### config.mk
export PLATFORM = sky130hd
export DESIGN_NAME = p_result_uart_flat
export DESIGN_NICKNAME = d
export VERILOG_FILES = /design/src/rtl/p_result_uart_if.sv /design/src/rtl/p_result_uart.sv /design/src/flat_wrapper.sv
export SDC_FILE = /design/constraint.sdc
export NUM_CORES = 1
export LEC_CHECK = 0
export ABC_AREA = 1
export CELL_PAD_IN_SITES_DETAIL_PLACEMENT = 1
export CELL_PAD_IN_SITES_GLOBAL_PLACEMENT = 2
export CORE_AREA = 2 2 118 120
export DETAILED_ROUTE_END_ITERATION = 16
export DIE_AREA = 0 0 120 122
export HOLD_SLACK_MARGIN = 0.1
export PLACE_DENSITY = 0.91
export SYNTH_ARGS = -nofsm -noshare
export SYNTH_HDL_FRONTEND = slang
export SYNTH_SLANG_ARGS = --single-unit
### constraint.sdc
create_clock -name sys_clk -period 3.6 [get_ports sys_clk]
set_input_delay 0.72 -clock sys_clk [delete_from_list [all_inputs] [get_ports sys_clk]]
set_output_delay 0.72 -clock sys_clk [all_outputs]
set_load 0.1 [all_outputs]
### src/rtl/p_result_uart_if.sv
// Result-to-UART link: 64-bit cipher result handshake plus the serial output.
// Ports: result[0:63] (bit 0 = MSB), result_valid, ready, uart_tx, done.
// master = producer of results / observer of the line, slave = the UART stage.
interface p_result_uart_if;
  logic [0:63] result;
  logic        result_valid;
  logic        ready;
  logic        uart_tx;
  logic        done;

  modport master (
    output result,
    output result_valid,
    input  ready,
    input  uart_tx,
    input  done
  );

  modport slave (
    input  result,
    input  result_valid,
    output ready,
    output uart_tx,
    output done
  );
endinterface

### src/rtl/p_result_uart.sv
// Purpose: sends a 64-bit PRESENT result as 16 uppercase ASCII hex chars (MSB nibble first) over 8N1 UART.
// Latency: start bit begins the cycle after acceptance; F*10*CLKS_PER_BIT cycles to done (F=16, 18 with CRLF).
// Backpressure: ready is low for the whole transfer; result_valid is ignored while ready=0.
// Ports: sys_clk, sys_rst (sync, active-high), bus (slave modport: result, result_valid, ready, uart_tx, done).
// Option: define P_RESULT_CRLF_EN to append CR (0x0D) and LF (0x0A) after the hex characters.
module p_result_uart #(
  parameter int CLKS_PER_BIT = 434
) (
  input  logic           sys_clk,
  input  logic           sys_rst,
  p_result_uart_if.slave bus
);

  localparam int BAUD_W = (CLKS_PER_BIT > 1) ? $clog2(CLKS_PER_BIT) : 1;
  localparam logic [BAUD_W-1:0] BAUD_LAST = BAUD_W'(CLKS_PER_BIT - 1);
`ifdef P_RESULT_CRLF_EN
  localparam logic [4:0] LAST_CHAR = 5'd17;
`else
  localparam logic [4:0] LAST_CHAR = 5'd15;
`endif

  typedef enum logic [1:0] {IDLE, START, DATA, STOP} state_t;

  state_t            state_q, state_d;
  logic [BAUD_W-1:0] baud_q,  baud_d;
  logic [2:0]        bit_q,   bit_d;
  logic [4:0]        char_q,  char_d;
  logic [63:0]       data_q,  data_d;
  logic              tx_q,    tx_d;
  logic              done_q,  done_d;
  logic [7:0]        char_code;
  logic [2:0]        bit_nxt;
  logic              baud_end;

  function automatic logic [7:0] hex_ascii(input logic [3:0] n);
    return (n < 4'd10) ? (8'h30 + {4'h0, n}) : (8'h37 + {4'h0, n});
  endfunction

  // The latched result is shifted left one nibble per character, so the
  // character being sent always comes from the top nibble.
  always_comb begin
    char_code = hex_ascii(data_q[63:60]);
`ifdef P_RESULT_CRLF_EN
    if (char_q == 5'd16) begin
      char_code = 8'h0D;
    end else if (char_q == 5'd17) begin
      char_code = 8'h0A;
    end
`endif
  end

  assign baud_end = (baud_q == BAUD_LAST);
  assign bit_nxt  = bit_q + 3'd1;

  // tx_d is the line level for the next cycle, so uart_tx comes straight
  // from a flop and each bit value is loaded at the boundary that starts it.
  always_comb begin
    state_d = state_q;
    baud_d  = baud_q;
    bit_d   = bit_q;
    char_d  = char_q;
    data_d  = data_q;
    tx_d    = tx_q;
    done_d  = 1'b0;

    if (state_q != IDLE) begin
      baud_d = baud_end ? '0 : baud_q + 1'b1;
    end

    unique case (state_q)
      IDLE: begin
        tx_d = 1'b1;
        if (bus.result_valid) begin
          data_d  = bus.result;  // result[0] lands in data_d[63]
          state_d = START;
          tx_d    = 1'b0;
          baud_d  = '0;
          bit_d   = '0;
          char_d  = '0;
        end
      end
      START: begin
        if (baud_end) begin
          state_d = DATA;
          bit_d   = '0;
          tx_d    = char_code[0];
        end
      end
      DATA: begin
        if (baud_end) begin
          if (bit_q == 3'd7) begin
            state_d = STOP;
            tx_d    = 1'b1;
          end else begin
            bit_d = bit_nxt;
            tx_d  = char_code[bit_nxt];
          end
        end
      end
      STOP: begin
        if (baud_end) begin
          if (char_q == LAST_CHAR) begin
            state_d = IDLE;
            done_d  = 1'b1;
          end else begin
            state_d = START;
            tx_d    = 1'b0;
            char_d  = char_q + 5'd1;
            data_d  = {data_q[59:0], 4'h0};
          end
        end
      end
      default: state_d = IDLE;
    endcase
  end

  always_ff @(posedge sys_clk) begin
    if (sys_rst) begin
      state_q <= IDLE;
      baud_q  <= '0;
      bit_q   <= '0;
      char_q  <= '0;
      data_q  <= '0;
      tx_q    <= 1'b1;
      done_q  <= 1'b0;
    end else begin
      state_q <= state_d;
      baud_q  <= baud_d;
      bit_q   <= bit_d;
      char_q  <= char_d;
      data_q  <= data_d;
      tx_q    <= tx_d;
      done_q  <= done_d;
    end
  end

  assign bus.ready   = (state_q == IDLE);
  assign bus.uart_tx = tx_q;
  assign bus.done    = done_q;

endmodule
### src/flat_wrapper.sv
// flat-port wrapper written by rule: the top's interface ports become plain ports
module p_result_uart_flat 
#(
  parameter int CLKS_PER_BIT = 434
)
  (sys_clk, sys_rst, bus_result, bus_result_valid, bus_ready, bus_uart_tx, bus_done);
  p_result_uart_if bus_i ();
  input  logic sys_clk;
  input  logic sys_rst;
  input wire logic [$bits(bus_i.result)-1:0] bus_result;
  input wire logic [$bits(bus_i.result_valid)-1:0] bus_result_valid;
  output wire logic [$bits(bus_i.ready)-1:0] bus_ready;
  output wire logic [$bits(bus_i.uart_tx)-1:0] bus_uart_tx;
  output wire logic [$bits(bus_i.done)-1:0] bus_done;
  assign bus_i.result = bus_result;
  assign bus_i.result_valid = bus_result_valid;
  assign bus_ready = bus_i.ready;
  assign bus_uart_tx = bus_i.uart_tx;
  assign bus_done = bus_i.done;
  p_result_uart #(.CLKS_PER_BIT(CLKS_PER_BIT)) u_core (.sys_clk(sys_clk), .sys_rst(sys_rst), .bus(bus_i));
endmodule
==> reports/metrics.yaml, run 1 <==
routing:
  route.detailed.drc: 0
  drt-wirelength-per-cell_um: 13.0
  routed-via-count: 4018
  number_of_search_and_repair_iterations_in_the_first_detailed_routing_pass: 4
  route.detailed.vias_per_inst: 4.76
  drt-total-wl_mm: 11.0
  drt_iter0_markers: 149
  drt.antenna.violating_nets: 0
critical_path:
  timing.critical_path.arrival_ns: 2.91
  reg2reg_from: "u_core.state_q[0]"
  cp_slowest_cell: "sky130_fd_sc_hd__buf_4"
  setup.worst_path.start_class: "register"
  worst-r2r-setup-slack_ns: 0.92
  crit_family: "buffers and inverters"
  timing.critical_path.depth: 8
  timing.reg2reg.worst_path_depth: 8
  count_of_buffering_cells_on_the_critical_path_with_inverters_included: 2
  cp.required_ns: 3.83
  cpMostUsedCell: "sky130_fd_sc_hd__o21ai_0"
  worstPathCellList: "ha_1 > inv_2 > buf_4 > o21ai_0 > nor3_2 > o21ai_0 > o21ai_0 > nor2_1"
  top_fanout_value_on_the_critical_path: 114
  setup.worst_path.start: "u_core.state_q[0]"
  crit_type: "register to register"
  critical-path-max-stage-delay_ns: 0.73
  worstSetupEndpointType: "register"
grt:
  track_usage_pct: 15.5
  grt_first_pass_wirelength_mm: 18.6
  grt_overflow: 0
  grt_pass1_vias: 4148
  antenna_found_initial: 0
  grt_start_max_net_pins: 115
clock_tree:
  worstSkewPairLatency_ns: 0.34
  cts_tree: "built"
  cts.reportedPaths.clkPinSlew_ns: 0.06
  post_cts.repair.setup_buffers: 0
  max-clock-path-buffers: 2
  cts.hold.buffers_added: 0
  tritoncts.num_buffers: 9
  cts_resized: 0
  cts.sink_count: 85
  root_buffer: "sky130_fd_sc_hd__clkbuf_16"
  clock_tree.htree_level_count: 3
sta:
  finalSetupViolCount: 0
  timing.final.max_slew_violations: 0
  timing.fmax_ghz: 0.373
  finalClockSkew_ns: 0.00757
  worst_pin_slew_ns: 0.998
  hold_viol: 0
  setup_total_negative_slack_ns: 0
  min_period_over_period_pct: 74.6
  max-slew-margin-rel_pct: 33.5
  timing.final.crit_period_ns: 2.68
  fin_worst_hold_slack_ns: 0.446
  grt_setup_unrepaired: "no"
placed_design:
  gp_congestion: 0.778
  place.detailed.hpwl_mm: 7.89
  portBuffers: 69
  place.detailed.instances: 829
power:
  p_leak_uw: 0.00218
  powerDensity_nw_per_um2: 711
  vdd.ir_drop.worst_mv: 0.281
worst_hold_path:
  worstHoldStart: "u_core.data_q[49]"
  number_of_instances_on_the_worst_hold_path: 2
  worst_hold_path_type: "register to register"
outcome:
  run_status: "completed"
finish:
  insertedDiodeCount: 0
  final_net_count: 738
  syn2layout_area_growth_pct: 25.8
  drive_above_1_share_pct: 5.26
  stdcell_count: 845
die:
  floorplan.rows: 43
  start_util_pct: 31.3
  floorplan.core_area_um2: 13500
  floorplan.die.width_um: 120
  die_area_um2: 14600
  io_pins: 70
  dieHeight_um: 122
flow_run:
  maxCapViolCount: 0
synthesis:
  synth-seq-area-share_pct: 40.3
  ys_ff_latch: 85
  synth_area_um2: 4220
  synth.yosys.warnings: 0
  avg_cell_area_syn_um2: 6.94
  syn-num-nets: 686
  post_synth_num_cell_types: 32
  cells_after_synthesis: 608
[path summary, 6_finish.rpt]
check | to
max | u_core.bit_q[1]
min | u_core.data_q[49]
max reg2reg | u_core.bit_q[1]
min reg2reg | u_core.data_q[49]
[registers in the layout, indices dropped and copies added, names as in the netlist]
name and cells:
u_core.bus.done 1, u_core.bus.uart_tx 1, u_core.data_q 64, u_core.char_q 5, u_core.state_q 2, u_core.baud_q 9, u_core.bit_q 3
[worst min-delay path: cells and delay by family (launching register included)]
kind	cells	cell delay (ns)
AO/OA/AOI/OAI	1	0.05
buffers and inverters	1	0.05
flip-flops	1	0.30
[cells in the final DEF (no fill, tap or decap), types with 2 or more instances in the layout]
| cell | n |
|---|---|
| sky130_fd_sc_hd__o21ai_0 | 97 |
| sky130_fd_sc_hd__clkinv_2 | 2 |
| sky130_fd_sc_hd__inv_2 | 4 |
| sky130_fd_sc_hd__o21ai_1 | 22 |
| sky130_fd_sc_hd__o22ai_1 | 2 |
| sky130_fd_sc_hd__inv_1 | 81 |
| sky130_fd_sc_hd__buf_12 | 2 |
| sky130_fd_sc_hd__nand4_1 | 4 |
| sky130_fd_sc_hd__ha_1 | 11 |
| sky130_fd_sc_hd__or2_0 | 2 |
| sky130_fd_sc_hd__dfxtp_1 | 85 |
| sky130_fd_sc_hd__clkbuf_8 | 3 |
| sky130_fd_sc_hd__clkdlybuf4s50_1 | 68 |
| sky130_fd_sc_hd__clkbuf_16 | 9 |
| sky130_fd_sc_hd__nand2_2 | 2 |
| sky130_fd_sc_hd__nor3_1 | 4 |
| sky130_fd_sc_hd__buf_4 | 5 |
| sky130_fd_sc_hd__nor2_1 | 18 |
| sky130_fd_sc_hd__a21oi_1 | 79 |
| sky130_fd_sc_hd__nand3_1 | 18 |
| sky130_fd_sc_hd__a211oi_1 | 4 |
| sky130_fd_sc_hd__nand2_1 | 128 |
| sky130_fd_sc_hd__nor2_4 | 2 |
[cell type report]
class	count	area, µm²
Fill cell	1671	8200
Multi-Input combinational cell	404	2010
Sequential cell	85	1700
Timing Repair Buffer	75	758
Inverter	85	319
Clock buffer	13	270
Tap cell	180	225
Clock inverter	3	18.8
[routing by layer]
metal  global-route usage, %  wire [µm]  up-vias
met2                    26.5       5310       61
met5                       0          0        -
met4                    5.22        188        0
met3                    3.23        316       18
li1                        -          -     2085
met1                    19.5       5170     1854
[kinds of logic (layout without fill, tap and decap cells)]
logic type | after synthesis | in the layout | synth area share (%)
AOI/OAI and AO/OA | 207 | 207 | 25.1
and+or+nand+nor | 184 | 184 | 18.9
xor gates and xnor gates | 2 | 2 | 0.415
adders and majority gates | 11 | 11 | 3.26
buffers and inverters | 119 | 176 | 11.9
DFF | 85 | 85 | 40.3
[where the power goes]
group / internal (µW) / switching (µW) / total [µW]
Combinational: 477 / 952 / 1430
Clock: 523 / 369 / 892
Sequential: 1320 / 139 / 1450
[Yosys cell counts, drive strengths merged]
cell,n,area (µm²)
a21oi,79,395
o21ai,119,596
a221oi,1,8.76
nand2,131,504
o21bai,1,7.51
nor2,21,96.3
a211oi,4,30.0
nor3b,2,20.0
clkbuf,16,60.1
or2,2,12.5
inv,85,319
nand3,18,90.1
o22ai,2,12.5
nand4,5,46.3
o211a,1,10.0
nor3,5,30.0
ha,11,138
xor2,1,8.76
buf,18,125
xnor2,1,8.76
dfxtp,85,1700
[per-stage QoR]
| stage | power (µW) | cell area, µm² | setup WS, ns | utilization, % |
|---|---|---|---|---|
| floorplan | 2570 | 4220 | 1.21 | - |
| global placement | 2840 | 5020 | 0.903 | 37.2 |
| detailed placement | 2910 | 5020 | 0.838 | 37.2 |
| CTS | 3820 | 5310 | 0.832 | 39.3 |
| global route | 4100 | 5310 | 0.547 | 39.3 |
| finish | 3780 | 5310 | 0.916 | 39.3 |
Note: power is estimated with default switching activity, not from simulation.
==> inputs of run 2 (changes only) <==
CORE_AREA = 2 2 124 126   (was 2 2 118 120)
DIE_AREA = 0 0 126 128   (was 0 0 120 122)
PLACE_DENSITY = 0.84   (was 0.91)
clock period = 2.7 ns   (was 3.6 ns; I/O delays follow)
==> reports/metrics.yaml, run 2 (synthesis results as in run 1) <==
critical_path:
  worstSetupEndpointType: "register"
  timing.reg2reg.worst_path_depth: 9  # +1
  top_fanout_value_on_the_critical_path: 125  # +9.6%
  crit_type: "register to register"
  destination_of_the_worst_register_to_register_timing_path: "u_core.data_q[40]"
  reg2reg_from: "u_core.char_q[0]"
  worst-r2r-setup-slack_ns: 0.49  # -0.42 ns
  timing.critical_path.arrival_ns: 2.47  # -0.44 ns
  cp.required_ns: 2.96  # -0.87 ns
  setup.worst_path.start: "u_core.char_q[0]"
  setup.worst_path.start_class: "register"
routing:
  drt.antenna.violating_nets: 0  # unchanged
  routed-via-count: 4038  # +0.50%
  number_of_search_and_repair_iterations_in_the_first_detailed_routing_pass: 4  # unchanged
  drt-wirelength-per-cell_um: 13.2  # +1.5%
  drt-total-wl_mm: 11.3  # +2.5%
  route.detailed.drc: 0  # unchanged
  drt_iter0_markers: 202  # +36%
  route.detailed.vias_per_inst: 4.73  # -0.44%
clock_tree:
  cts.hold.buffers_added: 0  # unchanged
  cts_tree: "built"
  worstSkewPairLatency_ns: 0.34  # about the same
  clock_tree.htree_level_count: 3  # unchanged
  tritoncts.num_buffers: 9  # unchanged
  cts.reportedPaths.clkPinSlew_ns: 0.06  # about the same
  post_cts.repair.setup_buffers: 0  # unchanged
  cts.sink_count: 85  # unchanged
  cts_resized: 0  # unchanged
  root_buffer: "sky130_fd_sc_hd__clkbuf_16"
  max-clock-path-buffers: 2  # unchanged
finish:
  stdcell_area_um2: 5340  # +0.54%
  num-fill-cells: 1913  # +14%
  syn2layout_area_growth_pct: 26.4
  largest_register_ffs: 64  # unchanged
  top_library_cells_by_usage_in_the_layout_fill_and_taps_aside: "sky130_fd_sc_hd__nand2_1 (128), sky130_fd_sc_hd__o21ai_0 (97), sky130_fd_sc_hd__dfxtp_1 (85), sky130_fd_sc_hd__inv_1 (81), sky130_fd_sc_hd__a21oi_1 (79)"
  insertedDiodeCount: 0  # unchanged
  reg.largest.list: "u_core.data_q: 64 flops, u_core.baud_q: 9 flops, u_core.char_q: 5 flops"
  largest-register: "u_core.data_q"
  sequential_cell_area_um2: 1700  # unchanged
  final_net_count: 738  # unchanged
  drive_above_1_share_pct: 5.56  # +0.30 points
  multiInputGateArea_um2: 2010  # unchanged
  layout_commonest_cell: "sky130_fd_sc_hd__nand2_1"
die:
  start_util_pct: 28.4  # -2.9 points
  io_pins: 70  # unchanged
  floorplan.core_area_um2: 14900  # +10%
  die_area_um2: 16100  # +10%
  floorplan.die.width_um: 126  # +5.0%
  floorplan.rows: 45  # +4.7%
  dieHeight_um: 128  # +4.9%
sta:
  timing.final.crit_period_ns: 2.21  # -0.477 ns
  min_period_over_period_pct: 81.7  # +7.2 points
  grt_setup_unrepaired: "no"
  finalClockSkew_ns: 0.00743  # -0.000140 ns
  timing.fmax_ghz: 0.453  # +22%
  fin_worst_hold_slack_ns: 0.447  # +0.000404 ns
  finalSetupViolCount: 0  # unchanged
  hold_viol: 0  # unchanged
  setup_total_negative_slack_ns: 0  # unchanged
  max-slew-margin-rel_pct: 60.1  # +27 points
  worst_pin_slew_ns: 0.599  # -0.399 ns
  timing.final.max_slew_violations: 0  # unchanged
placed_design:
  portBuffers: 69  # unchanged
  placed_area_um2: 5020  # about the same
  place.detailed.hpwl_mm: 7.86  # -0.45%
  gp_congestion: 0.791  # +1.6%
power:
  p_leak_uw: 0.00219  # +0.46%
  fin_total_pwr_uw: 5110  # +35%
  powerDensity_nw_per_um2: 957  # +35%
  vdd.ir_drop.worst_mv: 0.562  # +100%
flow_run:
  maxCapViolCount: 0  # unchanged
worst_hold_path:
  worst_hold_path_type: "register to register"
  holdPathEnd: "u_core.data_q[44]"
  number_of_instances_on_the_worst_hold_path: 2  # unchanged
  worstHoldStart: "u_core.data_q[44]"
grt:
  grt_first_pass_wirelength_mm: 19.4  # +4.2%
  grt_start_max_net_pins: 126  # +9.6%
  grt_pass1_vias: 4220  # +1.7%
  antenna_found_initial: 0  # unchanged
  grt_overflow: 0  # unchanged
  track_usage_pct: 14.5  # -1.0 points
outcome:
  run_status: "completed"
==> run 2: changes by cell type in the layout (fill, tap and decap cells not counted), sizes merged <==
cell,change
bufinv,+1
buf,+2
clkdlybuf4s50,-2
clkbuf,-1
==> run 2: stage by stage <==
stage / util [%] / setup WS [ns] / std cells
floorplan: - / 0.308 / 608
global placement: 33.8 / 0.411 / 837
global route: 35.9 / 0.265 / 853
detailed placement: 33.8 / 0.387 / 837
CTS: 35.9 / 0.488 / 853
finish: 35.9 / 0.493 / 853
==> run 2: layout make-up <==
cell class / count / share of cell area, %
Multi-Input combinational cell: 404 / 37.7
Clock buffer: 12 / 4.81
Timing Repair Buffer: 75 / 14.1
Inverter: 85 / 5.98
Clock inverter: 4 / 1.06
Tap cell: 188 / 4.41
Sequential cell: 85 / 31.9
==> run 2: worst max-delay path by stage <==
stage,endpoint,slack (ns),depth (start not counted)
6_report,u_core.data_q[40],0.49,9
5_1_grt,u_core.data_q[22],0.27,9
4_1_cts,u_core.char_q[3],0.49,9
3_5_place_dp,u_core.char_q[3],0.39,7
3_3_place_gp,u_core.char_q[2],0.41,7
2_1_floorplan,u_core.data_q[12],0.31,9
==> run 2: per-layer routing <==
metal  global-route usage, %  part of all wire, %  wire length (µm)
met1                    18.1                   47              5260
met2                    25.6                   49              5540
met3                    3.01                  3.0               338
met4                    3.88                  1.1               126
met5                       0                    0                 0
==> run 2: power by group <==
group / switching [µW] / internal [µW] / total [µW]
Clock: 518 / 773 / 1290
Combinational: 1260 / 616 / 1880
Sequential: 183 / 1750 / 1940
==> run 2: worst max-delay path: stages, from the launching register on <==
cell and delay (ns):
sky130_fd_sc_hd__dfxtp_1 0.37, sky130_fd_sc_hd__ha_1 0.16, sky130_fd_sc_hd__inv_1 0.06, sky130_fd_sc_hd__nor3_1 0.23
sky130_fd_sc_hd__ha_1 0.25, sky130_fd_sc_hd__nand2_1 0.16, sky130_fd_sc_hd__nand4_4 0.16, sky130_fd_sc_hd__buf_12 0.38
sky130_fd_sc_hd__o21ai_0 0.16, sky130_fd_sc_hd__a21oi_1 0.14
==> inputs of run 3 (changes only) <==
clock period = 2.1 ns   (was 2.7 ns; I/O delays follow)
==> reports/metrics.yaml, run 3 (synthesis results as in run 1) <==
die:
  die_area_um2: 16100  # unchanged
  io_pins: 70  # unchanged
  start_util_pct: 28.4  # unchanged
  floorplan.core_area_um2: 14900  # unchanged
  floorplan.rows: 45  # unchanged
  floorplan.die.width_um: 126  # unchanged
  dieHeight_um: 128  # unchanged
worst_hold_path:
  worst_hold_path_type: "register to register"
  worstHoldStart: "u_core.data_q[43]"
  number_of_instances_on_the_worst_hold_path: 2  # unchanged
  holdPathEnd: "u_core.data_q[43]"
sta:
  fin_worst_hold_slack_ns: 0.445  # -0.00138 ns
  hold_viol: 0  # unchanged
  timing.final.crit_period_ns: 1.97  # -0.242 ns
  timing.final.max_slew_violations: 0  # unchanged
  min_period_over_period_pct: 93.6  # +12 points
  timing.final.ws_setup_ns: 0.134  # -0.358 ns
  finalSetupViolCount: 0  # unchanged
  worst_pin_slew_ns: 0.532  # -0.0666 ns
  max-slew-margin-rel_pct: 64.5  # +4.4 points
  grt_setup_unrepaired: "no"
  setup_total_negative_slack_ns: 0  # unchanged
  finalClockSkew_ns: 0.00785  # +0.000416 ns
  timing.fmax_ghz: 0.509  # +12%
placed_design:
  place.detailed.hpwl_mm: 8.39  # +6.7%
  portBuffers: 69  # unchanged
  placed_area_um2: 5150  # +2.5%
  gp_congestion: 0.833  # +5.4%
  detailedPlace.worstSlack_ns: 0.112  # -0.275 ns
finish:
  largest-register: "u_core.data_q"
  syn2layout_area_growth_pct: 29.7
  drive_above_1_share_pct: 7.26  # +1.7 points
  final_net_count: 748  # +1.4%
  largest_register_ffs: 64  # unchanged
  insertedDiodeCount: 0  # unchanged
  layout_commonest_cell: "sky130_fd_sc_hd__nand2_1"
  stdcell_area_um2: 5480  # +2.6%
  top_library_cells_by_usage_in_the_layout_fill_and_taps_aside: "sky130_fd_sc_hd__nand2_1 (127), sky130_fd_sc_hd__o21ai_0 (97), sky130_fd_sc_hd__dfxtp_1 (85), sky130_fd_sc_hd__inv_1 (81), sky130_fd_sc_hd__a21oi_1 (79)"
  reg.largest.list: "u_core.data_q: 64 flops, u_core.baud_q: 9 flops, u_core.char_q: 5 flops"
power:
  powerDensity_nw_per_um2: 1230  # +28%
  p_seq_share_pct: 37.0  # -0.9 points
  swShare_pct: 38.8  # +0.35 points
  power_report.internal_total_uw: 4120  # +31%
  switchingPower_uw: 2610  # +33%
  power_frac_comb_pct: 40.8  # +4.0 points
  share_clk_of_total_power_pct: 22.2  # -3.1 points
  p_leak_uw: 0.00226  # +3.3%
  fin_total_pwr_uw: 6730  # +32%
  vdd.ir_drop.worst_mv: 0.442  # -21%
grt:
  grt_first_pass_wirelength_mm: 19.2  # -1.2%
  grt_pass1_vias: 4169  # -1.2%
  antenna_found_initial: 0  # unchanged
  grt_start_max_net_pins: 63  # -50%
  grt_overflow: 0  # unchanged
  track_usage_pct: 14.5  # -0.030 points
clock_tree:
  tritoncts.num_buffers: 9  # unchanged
  clock_tree.htree_level_count: 3  # unchanged
  worstSkewPairLatency_ns: 0.34  # about the same
  root_buffer: "sky130_fd_sc_hd__clkbuf_16"
  cts.hold.buffers_added: 0  # unchanged
  cts.sink_count: 85  # unchanged
  cts_tree: "built"
  cts.reportedPaths.clkPinSlew_ns: 0.06  # about the same
  max-clock-path-buffers: 2  # unchanged
critical_path:
  worstSetupEndpointType: "register"
  cp_slowest_cell: "sky130_fd_sc_hd__dfxtp_1"
  setup.worst_path.start_class: "register"
  timing.critical_path.arrival_ns: 2.20  # -0.27 ns
  timing.reg2reg.worst_path_depth: 8  # -1
  worstPathCellList: "ha_1 > inv_2 > nand2_2 > nand4_4 > buf_12 > clkbuf_16 > o21ai_1 > a21oi_1"
  cp.required_ns: 2.34  # -0.62 ns
  crit_type: "register to register"
  reg2reg_from: "u_core.state_q[0]"
  count_of_buffering_cells_on_the_critical_path_with_inverters_included: 3  # +1
  top_fanout_value_on_the_critical_path: 23  # -82%
  destination_of_the_worst_register_to_register_timing_path: "u_core.data_q[8]"
  worst-r2r-setup-slack_ns: 0.13  # -0.36 ns
  crit_family: "buffers and inverters"
  critical-path-max-stage-delay_ns: 0.39  # about the same
flow_run:
  maxCapViolCount: 0  # unchanged
routing:
  route.detailed.vias_per_inst: 4.78  # +1.0%
  drt-total-wl_mm: 11.7  # +3.7%
  route.detailed.drc: 0  # unchanged
  drt.antenna.violating_nets: 0  # unchanged
  drt_iter0_markers: 143  # -29%
  number_of_search_and_repair_iterations_in_the_first_detailed_routing_pass: 5  # +1
  drt-wirelength-per-cell_um: 13.5  # +2.5%
  routed-via-count: 4126  # +2.2%
outcome:
  run_status: "completed"
==> run 3: cell count changes in the layout (fill, tap and decap cells not counted) <==
cell                        delta
sky130_fd_sc_hd__buf_12        +6
sky130_fd_sc_hd__buf_4         +3
sky130_fd_sc_hd__bufinv_16     -1
sky130_fd_sc_hd__clkbuf_16     +1
sky130_fd_sc_hd__clkbuf_8      -1
sky130_fd_sc_hd__clkinv_2      +2
sky130_fd_sc_hd__ha_1          -1
sky130_fd_sc_hd__ha_2          +1
sky130_fd_sc_hd__nand2_1       -1
sky130_fd_sc_hd__nand2_2       +1
==> run 3: per-stage QoR <==
stage | utilization (%) | instances
6_report | 36.8 | 863
5_1_grt | 36.8 | 863
4_1_cts | 36.5 | 861
3_5_place_dp | 34.6 | 845
3_3_place_gp | 34.6 | 845
2_1_floorplan | - | 608
==> run 3: power by group through the flow <==
stage	logic, µW	registers [µW]	clock network (µW)
6_report	2750	2490	1490
5_1_grt	3120	2560	1600
4_1_cts	2660	2500	1550
3_5_place_dp	2640	2530	0
3_3_place_gp	2540	2500	0
2_1_floorplan	1890	2520	0
==> run 3: worst reg2reg max path, stage by stage (launching register included) <==
cell,delay [ns]
sky130_fd_sc_hd__dfxtp_1,0.39
sky130_fd_sc_hd__ha_1,0.38
sky130_fd_sc_hd__inv_2,0.13
sky130_fd_sc_hd__nand2_2,0.19
sky130_fd_sc_hd__nand4_4,0.22
sky130_fd_sc_hd__buf_12,0.20
sky130_fd_sc_hd__clkbuf_16,0.18
sky130_fd_sc_hd__o21ai_1,0.13
sky130_fd_sc_hd__a21oi_1,0.05
==> run 3: area by class of cell <==
class,instances,area [µm²]
multi-input cells,404,2020
inverters,85,319
well taps,188,235
clock inverters,5,36.3
fillers,1888,9390
repair buffers,85,921
clock buffers,11,243
flip-flops and latches,85,1700
==> run 3: worst max path at each step <==
| stage | start | to | slack, ns | cells past startpoint |
|---|---|---|---|---|
| floorplan | u_core.state_q[0] | u_core.data_q[12] | 0.08 | 9 |
| global placement | bus_result_valid | u_core.char_q[2] | 0.12 | 7 |
| detailed placement | bus_result_valid | u_core.data_q[12] | 0.11 | 7 |
| CTS | u_core.char_q[0] | u_core.char_q[0] | 0.13 | 9 |
| global route | u_core.state_q[0] | u_core.data_q[18] | 0.001 | 7 |
| finish | u_core.state_q[0] | u_core.data_q[8] | 0.13 | 8 |
==> run 3: routing by layer <==
metal / GRT usage, % / part of all wire (%)
met1: 17.6 / 46
met2: 25.9 / 50
met3: 3.63 / 3.2
met4: 3.10 / 0.69
met5: 0 / 0
==> run 3: what timing repair did <==
action	in CTS	in global routing
setup buffers	0	1
endpoints found under the setup margin	0	2
resized for setup	0	1
endpoints found under the hold margin	0	0
